==> src/rtl/fifo_packer_arb_pkg.sv <==
// rtl/fifo_packer_arb_pkg.sv - shared types, limits and index-width helper for fifo_packer_arbiter
package fifo_packer_arb_pkg;

    localparam int C_MAX_CHNL = 12;

    typedef enum logic [1:0] {
        ST_IDLE    = 2'd0,
        ST_BUSY    = 2'd1,
        ST_RELEASE = 2'd2
    } arb_state_t;

    // A single requester still gets a 1-bit index so ports never collapse to zero width.
    function automatic int chnl_idx_w(input int n);
        return (n <= 1) ? 1 : $clog2(n);
    endfunction

endpackage

==> src/rtl/rr_priority_select.sv <==
// rtl/rr_priority_select.sv - combinational round-robin pick starting one past the last grant
module rr_priority_select
    import fifo_packer_arb_pkg::*;
#(
    parameter int C_N = 4,
    parameter int C_W = chnl_idx_w(C_N)
) (
    input  logic [C_N-1:0] i_req,
    input  logic [C_W-1:0] i_last,
    output logic [C_N-1:0] o_onehot,
    output logic [C_W-1:0] o_idx,
    output logic           o_valid
);

    // Walk from farthest to nearest so the nearest set bit after i_last overwrites the rest.
    always_comb begin
        o_onehot = '0;
        o_idx    = '0;
        o_valid  = 1'b0;
        for (int k = C_N; k >= 1; k--) begin
            if (i_req[C_W'((int'(i_last) + k) % C_N)]) begin
                o_onehot                                  = '0;
                o_onehot[C_W'((int'(i_last) + k) % C_N)]  = 1'b1;
                o_idx                                     = C_W'((int'(i_last) + k) % C_N);
                o_valid                                   = 1'b1;
            end
        end
    end

endmodule

==> src/rtl/fifo_packer_arbiter.sv <==
// rtl/fifo_packer_arbiter.sv - round-robin share of one packer datapath; watchdog via FIFO_PACKER_ARB_TIMEOUT_EN
module fifo_packer_arbiter
    import fifo_packer_arb_pkg::*;
#(
    parameter int C_NUM_CHNL = 4,
    parameter int C_TIMEOUT  = 256,
    localparam int C_IDX_W   = chnl_idx_w(C_NUM_CHNL)
) (
    input  logic                     i_clk,
    input  logic                     i_rst_n,
    input  logic [C_NUM_CHNL-1:0]    i_req,
    input  logic [32*C_NUM_CHNL-1:0] i_req_data,
    input  logic [C_NUM_CHNL-1:0]    i_req_data_en,
    input  logic [C_NUM_CHNL-1:0]    i_req_data_done,
    input  logic [C_NUM_CHNL-1:0]    i_req_data_err,
    input  logic [C_NUM_CHNL-1:0]    i_req_data_flush,
    output logic [C_NUM_CHNL-1:0]    o_gnt,
    output logic [31:0]              o_pk_data,
    output logic                     o_pk_data_en,
    output logic                     o_pk_data_done,
    output logic                     o_pk_data_err,
    output logic                     o_pk_data_flush,
    output logic [C_IDX_W-1:0]       o_active_chnl
);

    if (C_NUM_CHNL < 1 || C_NUM_CHNL > C_MAX_CHNL || C_TIMEOUT < 1) begin : g_bad_param
        $error("fifo_packer_arbiter: parameter out of range");
    end

    arb_state_t              r_state, w_state_nxt;
    logic [C_NUM_CHNL-1:0]   r_gnt, w_gnt_nxt;
    logic [C_IDX_W-1:0]      r_active, w_active_nxt;
    logic [C_IDX_W-1:0]      r_last, w_last_nxt;
    logic [31:0]             r_pk_data, w_pk_data_nxt;
    logic                    r_pk_en, w_pk_en_nxt;
    logic                    r_pk_done, w_pk_done_nxt;
    logic                    r_pk_err, w_pk_err_nxt;
    logic                    r_pk_flush, w_pk_flush_nxt;

    logic [C_NUM_CHNL-1:0]   w_pick_onehot;
    logic [C_IDX_W-1:0]      w_pick_idx;
    logic                    w_pick_valid;

    logic [31:0]             w_data_arr [C_NUM_CHNL];
    logic [31:0]             w_sel_data;
    logic                    w_sel_en;
    logic                    w_sel_done;
    logic                    w_sel_err;
    logic                    w_sel_flush;

`ifdef FIFO_PACKER_ARB_TIMEOUT_EN
    localparam int C_WD_W = $clog2(C_TIMEOUT + 1);
    logic [C_WD_W-1:0]       r_wd, w_wd_nxt;
`endif

    for (genvar g = 0; g < C_NUM_CHNL; g++) begin : g_unpack
        assign w_data_arr[g] = i_req_data[32*g +: 32];
    end

    // Only the granted channel is ever looked at; everyone else is ignored outright.
    assign w_sel_data  = w_data_arr[r_active];
    assign w_sel_en    = i_req_data_en[r_active];
    assign w_sel_done  = i_req_data_done[r_active];
    assign w_sel_err   = i_req_data_err[r_active];
    assign w_sel_flush = i_req_data_flush[r_active];

    rr_priority_select #(
        .C_N (C_NUM_CHNL),
        .C_W (C_IDX_W)
    ) u_rr_sel (
        .i_req    (i_req),
        .i_last   (r_last),
        .o_onehot (w_pick_onehot),
        .o_idx    (w_pick_idx),
        .o_valid  (w_pick_valid)
    );

    always_comb begin
        w_state_nxt    = r_state;
        w_gnt_nxt      = r_gnt;
        w_active_nxt   = r_active;
        w_last_nxt     = r_last;
        w_pk_data_nxt  = r_pk_data;
        w_pk_en_nxt    = 1'b0;
        w_pk_done_nxt  = 1'b0;
        w_pk_err_nxt   = 1'b0;
        w_pk_flush_nxt = 1'b0;
`ifdef FIFO_PACKER_ARB_TIMEOUT_EN
        w_wd_nxt       = r_wd;
`endif
        case (r_state)
            ST_IDLE: begin
                if (w_pick_valid) begin
                    w_state_nxt  = ST_BUSY;
                    w_gnt_nxt    = w_pick_onehot;
                    w_active_nxt = w_pick_idx;
                    w_last_nxt   = w_pick_idx;
`ifdef FIFO_PACKER_ARB_TIMEOUT_EN
                    w_wd_nxt     = '0;
`endif
                end
            end
            ST_BUSY: begin
                w_pk_en_nxt    = w_sel_en;
                w_pk_done_nxt  = w_sel_done;
                w_pk_err_nxt   = w_sel_done & w_sel_err;
                w_pk_flush_nxt = w_sel_flush;
                if (w_sel_en) begin
                    w_pk_data_nxt = w_sel_data;
                end
                if (w_sel_done) begin
                    w_state_nxt = ST_RELEASE;
                    w_gnt_nxt   = '0;
                end
`ifdef FIFO_PACKER_ARB_TIMEOUT_EN
                else if (w_sel_en) begin
                    w_wd_nxt = '0;
                end else if (r_wd == C_WD_W'(C_TIMEOUT - 1)) begin
                    // Stalled packet: close it with an error so the packer can resynchronise.
                    w_pk_done_nxt = 1'b1;
                    w_pk_err_nxt  = 1'b1;
                    w_state_nxt   = ST_RELEASE;
                    w_gnt_nxt     = '0;
                end else begin
                    w_wd_nxt = r_wd + 1'b1;
                end
`endif
            end
            ST_RELEASE: begin
                w_state_nxt = ST_IDLE;
            end
            default: begin
                w_state_nxt = ST_IDLE;
                w_gnt_nxt   = '0;
            end
        endcase
    end

    always_ff @(posedge i_clk or negedge i_rst_n) begin
        if (!i_rst_n) begin
            r_state    <= ST_IDLE;
            r_gnt      <= '0;
            r_active   <= '0;
            r_last     <= C_IDX_W'(C_NUM_CHNL - 1);
            r_pk_data  <= '0;
            r_pk_en    <= 1'b0;
            r_pk_done  <= 1'b0;
            r_pk_err   <= 1'b0;
            r_pk_flush <= 1'b0;
        end else begin
            r_state    <= w_state_nxt;
            r_gnt      <= w_gnt_nxt;
            r_active   <= w_active_nxt;
            r_last     <= w_last_nxt;
            r_pk_data  <= w_pk_data_nxt;
            r_pk_en    <= w_pk_en_nxt;
            r_pk_done  <= w_pk_done_nxt;
            r_pk_err   <= w_pk_err_nxt;
            r_pk_flush <= w_pk_flush_nxt;
        end
    end

`ifdef FIFO_PACKER_ARB_TIMEOUT_EN
    always_ff @(posedge i_clk or negedge i_rst_n) begin
        if (!i_rst_n) begin
            r_wd <= '0;
        end else begin
            r_wd <= w_wd_nxt;
        end
    end
`endif

    assign o_gnt           = r_gnt;
    assign o_active_chnl   = r_active;
    assign o_pk_data       = r_pk_data;
    assign o_pk_data_en    = r_pk_en;
    assign o_pk_data_done  = r_pk_done;
    assign o_pk_data_err   = r_pk_err;
    assign o_pk_data_flush = r_pk_flush;

endmodule

==> config.mk <==
export PLATFORM = sky130hd
export DESIGN_NAME = fifo_packer_arbiter
export DESIGN_NICKNAME = d
export VERILOG_FILES = /design/src/rtl/fifo_packer_arb_pkg.sv /design/src/rtl/rr_priority_select.sv /design/src/rtl/fifo_packer_arbiter.sv
export SDC_FILE = /design/constraint.sdc
export NUM_CORES = 1
export LEC_CHECK = 0
export ABC_AREA = 1
export CAP_MARGIN = 20
export CORE_ASPECT_RATIO = 1.2
export CORE_UTILIZATION = 35
export CTS_CLUSTER_SIZE = 20
export DETAILED_ROUTE_END_ITERATION = 8
export GPL_TIMING_DRIVEN = 1
export PLACE_DENSITY = 0.84
export REMOVE_ABC_BUFFERS = 1
export SYNTH_ARGS = -nofsm -noshare
export SYNTH_HDL_FRONTEND = slang
export SYNTH_SLANG_ARGS = --single-unit
export TNS_END_PERCENT = 100
==> constraint.sdc <==
create_clock -name i_clk -period 2.4 [get_ports i_clk]
set_clock_uncertainty 0.15 [all_clocks]
set_input_delay 0.36 -clock i_clk [delete_from_list [all_inputs] [get_ports i_clk]]
set_output_delay 0.36 -clock i_clk [all_outputs]
set_load 0.03 [all_outputs]
==> impl_metrics.ini <==
[clock_tree]
cts.htree.levels = 2
cts_tree = yes
clock_latency_ns = 0.30
clkSinkCount = 46
cts_buffers = 5
cts_resized = 0
clkTransAtPathRegs_ns = 0.09
cts_root_buffer = sky130_fd_sc_hd__clkbuf_8
ctsLongestPathBuffers = 2

[yosys]
ys.flop_type = sky130_fd_sc_hd__dfrtp_1
post-synth-top-area-fraction = 0.338
synthDistinctLibCells = 26
yosysWarningCount = 0
ys_seq_area_frac = 0.354
synthTopCellsByArea = sky130_fd_sc_hd__dfrtp_1, sky130_fd_sc_hd__nand2_1, sky130_fd_sc_hd__o21ai_0
synth_area_per_cell_um2 = 6.62
async_flop_share = 1.00
post_synth_instance_area_um2 = 3260
number_of_enable_type_register_cells_in_the_synthesized_netlist = 0
synth_seq_cells = 46
syn-instance-count = 492
synth_top_cell_by_area = sky130_fd_sc_hd__dfrtp_1

[place]
hpwl_um = 8390
place_area_um2 = 5220
buffers_on_ports = 191
globalplace.congestion = 0.845
dpl_worst_slack_ns = 0.291

[sta]
post-route-worst-setup-slack_ns = 0.268
min_tclk_post_route_ns = 2.13
worst_slew_pin_slew_ns = 0.562
totalNegativeSetupSlack_ns = 0
report.final.hold_viol_count = 0
worst_hold_slack_ns = 0.332
grt_setup_unrepaired = false
maxSlewHeadroom = 0.625
fmax_ghz = 0.469
setup_viol = 0
slew_viol_final = 0
final_min_period_over_clock_period = 0.888

[finish]
flow.area_growth_from_synthesis_pct = 64.1
number_of_nets_at_the_end_of_the_flow = 829
antennaDiodeCount = 0
final_core_util = 0.592
drive_above_1_share = 0.0624
post-route-cell-area_um2 = 5350

[worst_setup_path]
cp_cell_sequence = inv_1 > ha_1 > inv_1 > nand3_2 > nand2_1 > a21oi_1 > nand3_1 > nand2_1 > nand2_1
ff2ff_path_depth = 9
timing.rr.start = r_last[1]
cp-start-kind = flip-flop
critPathBufInv = 2
crit_fanout = 8
crit_required_ns = 2.44
timing.rr.end = o_gnt[0]
critical_path.most_common_cell = sky130_fd_sc_hd__nand2_1
timing.reg2reg.setup_slack_ns = 0.27
crit_path_top_delay_cell = sky130_fd_sc_hd__dfstp_2
crit_path_category = flip-flop to flip-flop
critical-path-top-delay-family = flip-flops
timing.critical_path.depth = 9
cpPeakStageDelay_ns = 0.54
worstPathArrival_ns = 2.17
worst_setup_path_end_kind = flip-flop

[global_routing]
number_of_antenna_violations_at_the_first_check_in_global_routing = 0
grt_max_degree = 49
grt_first_pass_wirelength_um = 18000
number_of_global_route_vias_before_repair = 3909
grt_use_total = 0.229
globalRouteOverflowTotal = 0

[worst_hold_path]
hold_endpoint = o_pk_data[27]
holdPathStages = 2
worstHoldStart = o_pk_data[27]
holdCritPathClass = flip-flop to flip-flop

[die]
dieArea_um2 = 9700
core_area_um2 = 9030
core.rowCount = 38
initial_util = 0.361
dieWidth_um = 90.1
io_pins = 192
die_h_um = 108

[power]
power.leakage_nw = 2.42
power.ir.vdd_worst_mv = 0.788
power_density_nw_per_um2 = 1250

[route]
routed_wl_um = 11200
avgRoutedWirePerCell_um = 14.2
viasPerCell = 5.00
drt.antenna.violating_nets = 0
drt_first_iter_violations = 142
detailed_route_drc_error_count = 0
drt-pass1-iter-count = 4
dr_total_vias = 3966

[flow_run]
cap_violations = 0

[run_status]
run_status = finished, final reports clean
==> logic make-up (layout without fill, tap and decap cells) <==
logic type / Yosys count / after routing / synth area share
AO/OA/AOI/OAI: 120 / 120 / 0.202
adder cells (fa/ha/maj): 7 / 7 / 0.0269
buffers and inverters: 52 / 233 / 0.0826
flip-flops: 46 / 46 / 0.354
AND/OR/NAND/NOR: 267 / 267 / 0.335
==> power by group <==
group | internal (mW) | switching [mW]
Clock | 0.312 | 0.265
Sequential | 1.16 | 0.196
Combinational | 1.75 | 3.02
==> layout make-up <==
cell class                 count  area [µm²]
sequential                    46        1150
fill                         806        3690
tap                          120         150
multi-input combinational    394        1840
timing repair buffer         203        2000
inverter                      22        95.1
clock inverter                 3        43.8
clock buffer                   5        68.8
==> Yosys cell counts (6+ instances only) <==
master / n
sky130_fd_sc_hd__buf_6: 6
sky130_fd_sc_hd__inv_1: 17
sky130_fd_sc_hd__o22ai_1: 32
sky130_fd_sc_hd__buf_2: 10
sky130_fd_sc_hd__dfrtp_1: 44
sky130_fd_sc_hd__nand2_1: 147
sky130_fd_sc_hd__a21oi_1: 12
sky130_fd_sc_hd__nand3_1: 21
sky130_fd_sc_hd__o21ai_0: 70
sky130_fd_sc_hd__clkbuf_1: 13
sky130_fd_sc_hd__nor2_1: 87
sky130_fd_sc_hd__ha_1: 7
==> sequential cells by signal, indices dropped and copies added, names as in the netlist <==
register	flops
o_active_chnl	2
o_gnt	4
r_last	2
r_state	2
o_pk_data_done	1
o_pk_data	32
o_pk_data_err	1
o_pk_data_flush	1
o_pk_data_en	1
==> per-layer routing <==
layer | share of wire | vias to the layer above | GRT usage
met5 | 0 | - | 0
met4 | 0.015 | 0 | 0.0611
met3 | 0.057 | 18 | 0.0445
met2 | 0.51 | 144 | 0.431
met1 | 0.42 | 1833 | 0.264
li1 | - | 1971 | -
==> timing repair <==
| item | in CTS | in global routing |
|---|---|---|
| endpoints found under the setup margin | 0 | 0 |
| endpoints found under the hold margin | 21 | 0 |
| hold buffers | 1 | 0 |
| buffers inserted | 0 | 0 |
==> worst reg2reg max path, cell delays in order (launching register included) <==
cell,delay (ns)
sky130_fd_sc_hd__dfstp_2,0.54
sky130_fd_sc_hd__inv_1,0.14
sky130_fd_sc_hd__ha_1,0.41
sky130_fd_sc_hd__inv_1,0.09
sky130_fd_sc_hd__nand3_2,0.10
sky130_fd_sc_hd__nand2_1,0.18
sky130_fd_sc_hd__a21oi_1,0.18
sky130_fd_sc_hd__nand3_1,0.11
sky130_fd_sc_hd__nand2_1,0.08
sky130_fd_sc_hd__nand2_1,0.05
==> stage by stage <==
stage / power [mW] / instances
floorplan: 4.35 / 462
global placement: 6.05 / 784
detailed placement: 6.15 / 784
CTS: 6.74 / 793
global route: 7.31 / 793
finish: 6.71 / 793
==> how the worst max path moves through the flow <==
| stage | startpoint | end | slack, ns |
|---|---|---|---|
| detailed placement | r_last[1] | o_gnt[0] | 0.29 |
| floorplan | o_active_chnl[0] | o_pk_data[0] | -0.70 |
| CTS | o_active_chnl[0] | o_active_chnl[0] | 0.26 |
| finish | r_last[1] | o_gnt[0] | 0.27 |
| global placement | r_last[1] | o_active_chnl[0] | 0.36 |
| global route | r_last[1] | r_last[0] | 0.09 |
==> placed cells by master (no fill, tap or decap) <==
cell	count
sky130_fd_sc_hd__inv_8	1
sky130_fd_sc_hd__ha_1	7
sky130_fd_sc_hd__dlygate4sd3_1	1
sky130_fd_sc_hd__o21ai_0	70
sky130_fd_sc_hd__inv_2	2
sky130_fd_sc_hd__o21a_1	1
sky130_fd_sc_hd__o22ai_2	1
sky130_fd_sc_hd__a21boi_0	1
sky130_fd_sc_hd__clkbuf_8	5
sky130_fd_sc_hd__inv_6	1
sky130_fd_sc_hd__dfstp_2	2
sky130_fd_sc_hd__nor2_1	87
sky130_fd_sc_hd__a21oi_1	12
sky130_fd_sc_hd__o22ai_1	32
sky130_fd_sc_hd__o21ai_1	2
sky130_fd_sc_hd__nand3_2	2
sky130_fd_sc_hd__nand2_2	4
sky130_fd_sc_hd__dfrtp_2	1
sky130_fd_sc_hd__nand2_4	5
sky130_fd_sc_hd__a21oi_2	1
sky130_fd_sc_hd__buf_4	12
sky130_fd_sc_hd__dfrtp_1	43
sky130_fd_sc_hd__nand3_1	21
sky130_fd_sc_hd__clkdlybuf4s50_1	189
sky130_fd_sc_hd__inv_4	2
sky130_fd_sc_hd__and2_1	1
sky130_fd_sc_hd__inv_1	17
sky130_fd_sc_hd__clkinv_2	1
sky130_fd_sc_hd__buf_2	1
sky130_fd_sc_hd__bufinv_16	1
sky130_fd_sc_hd__nand2_1	147
Power figures use the tool's default switching activity.
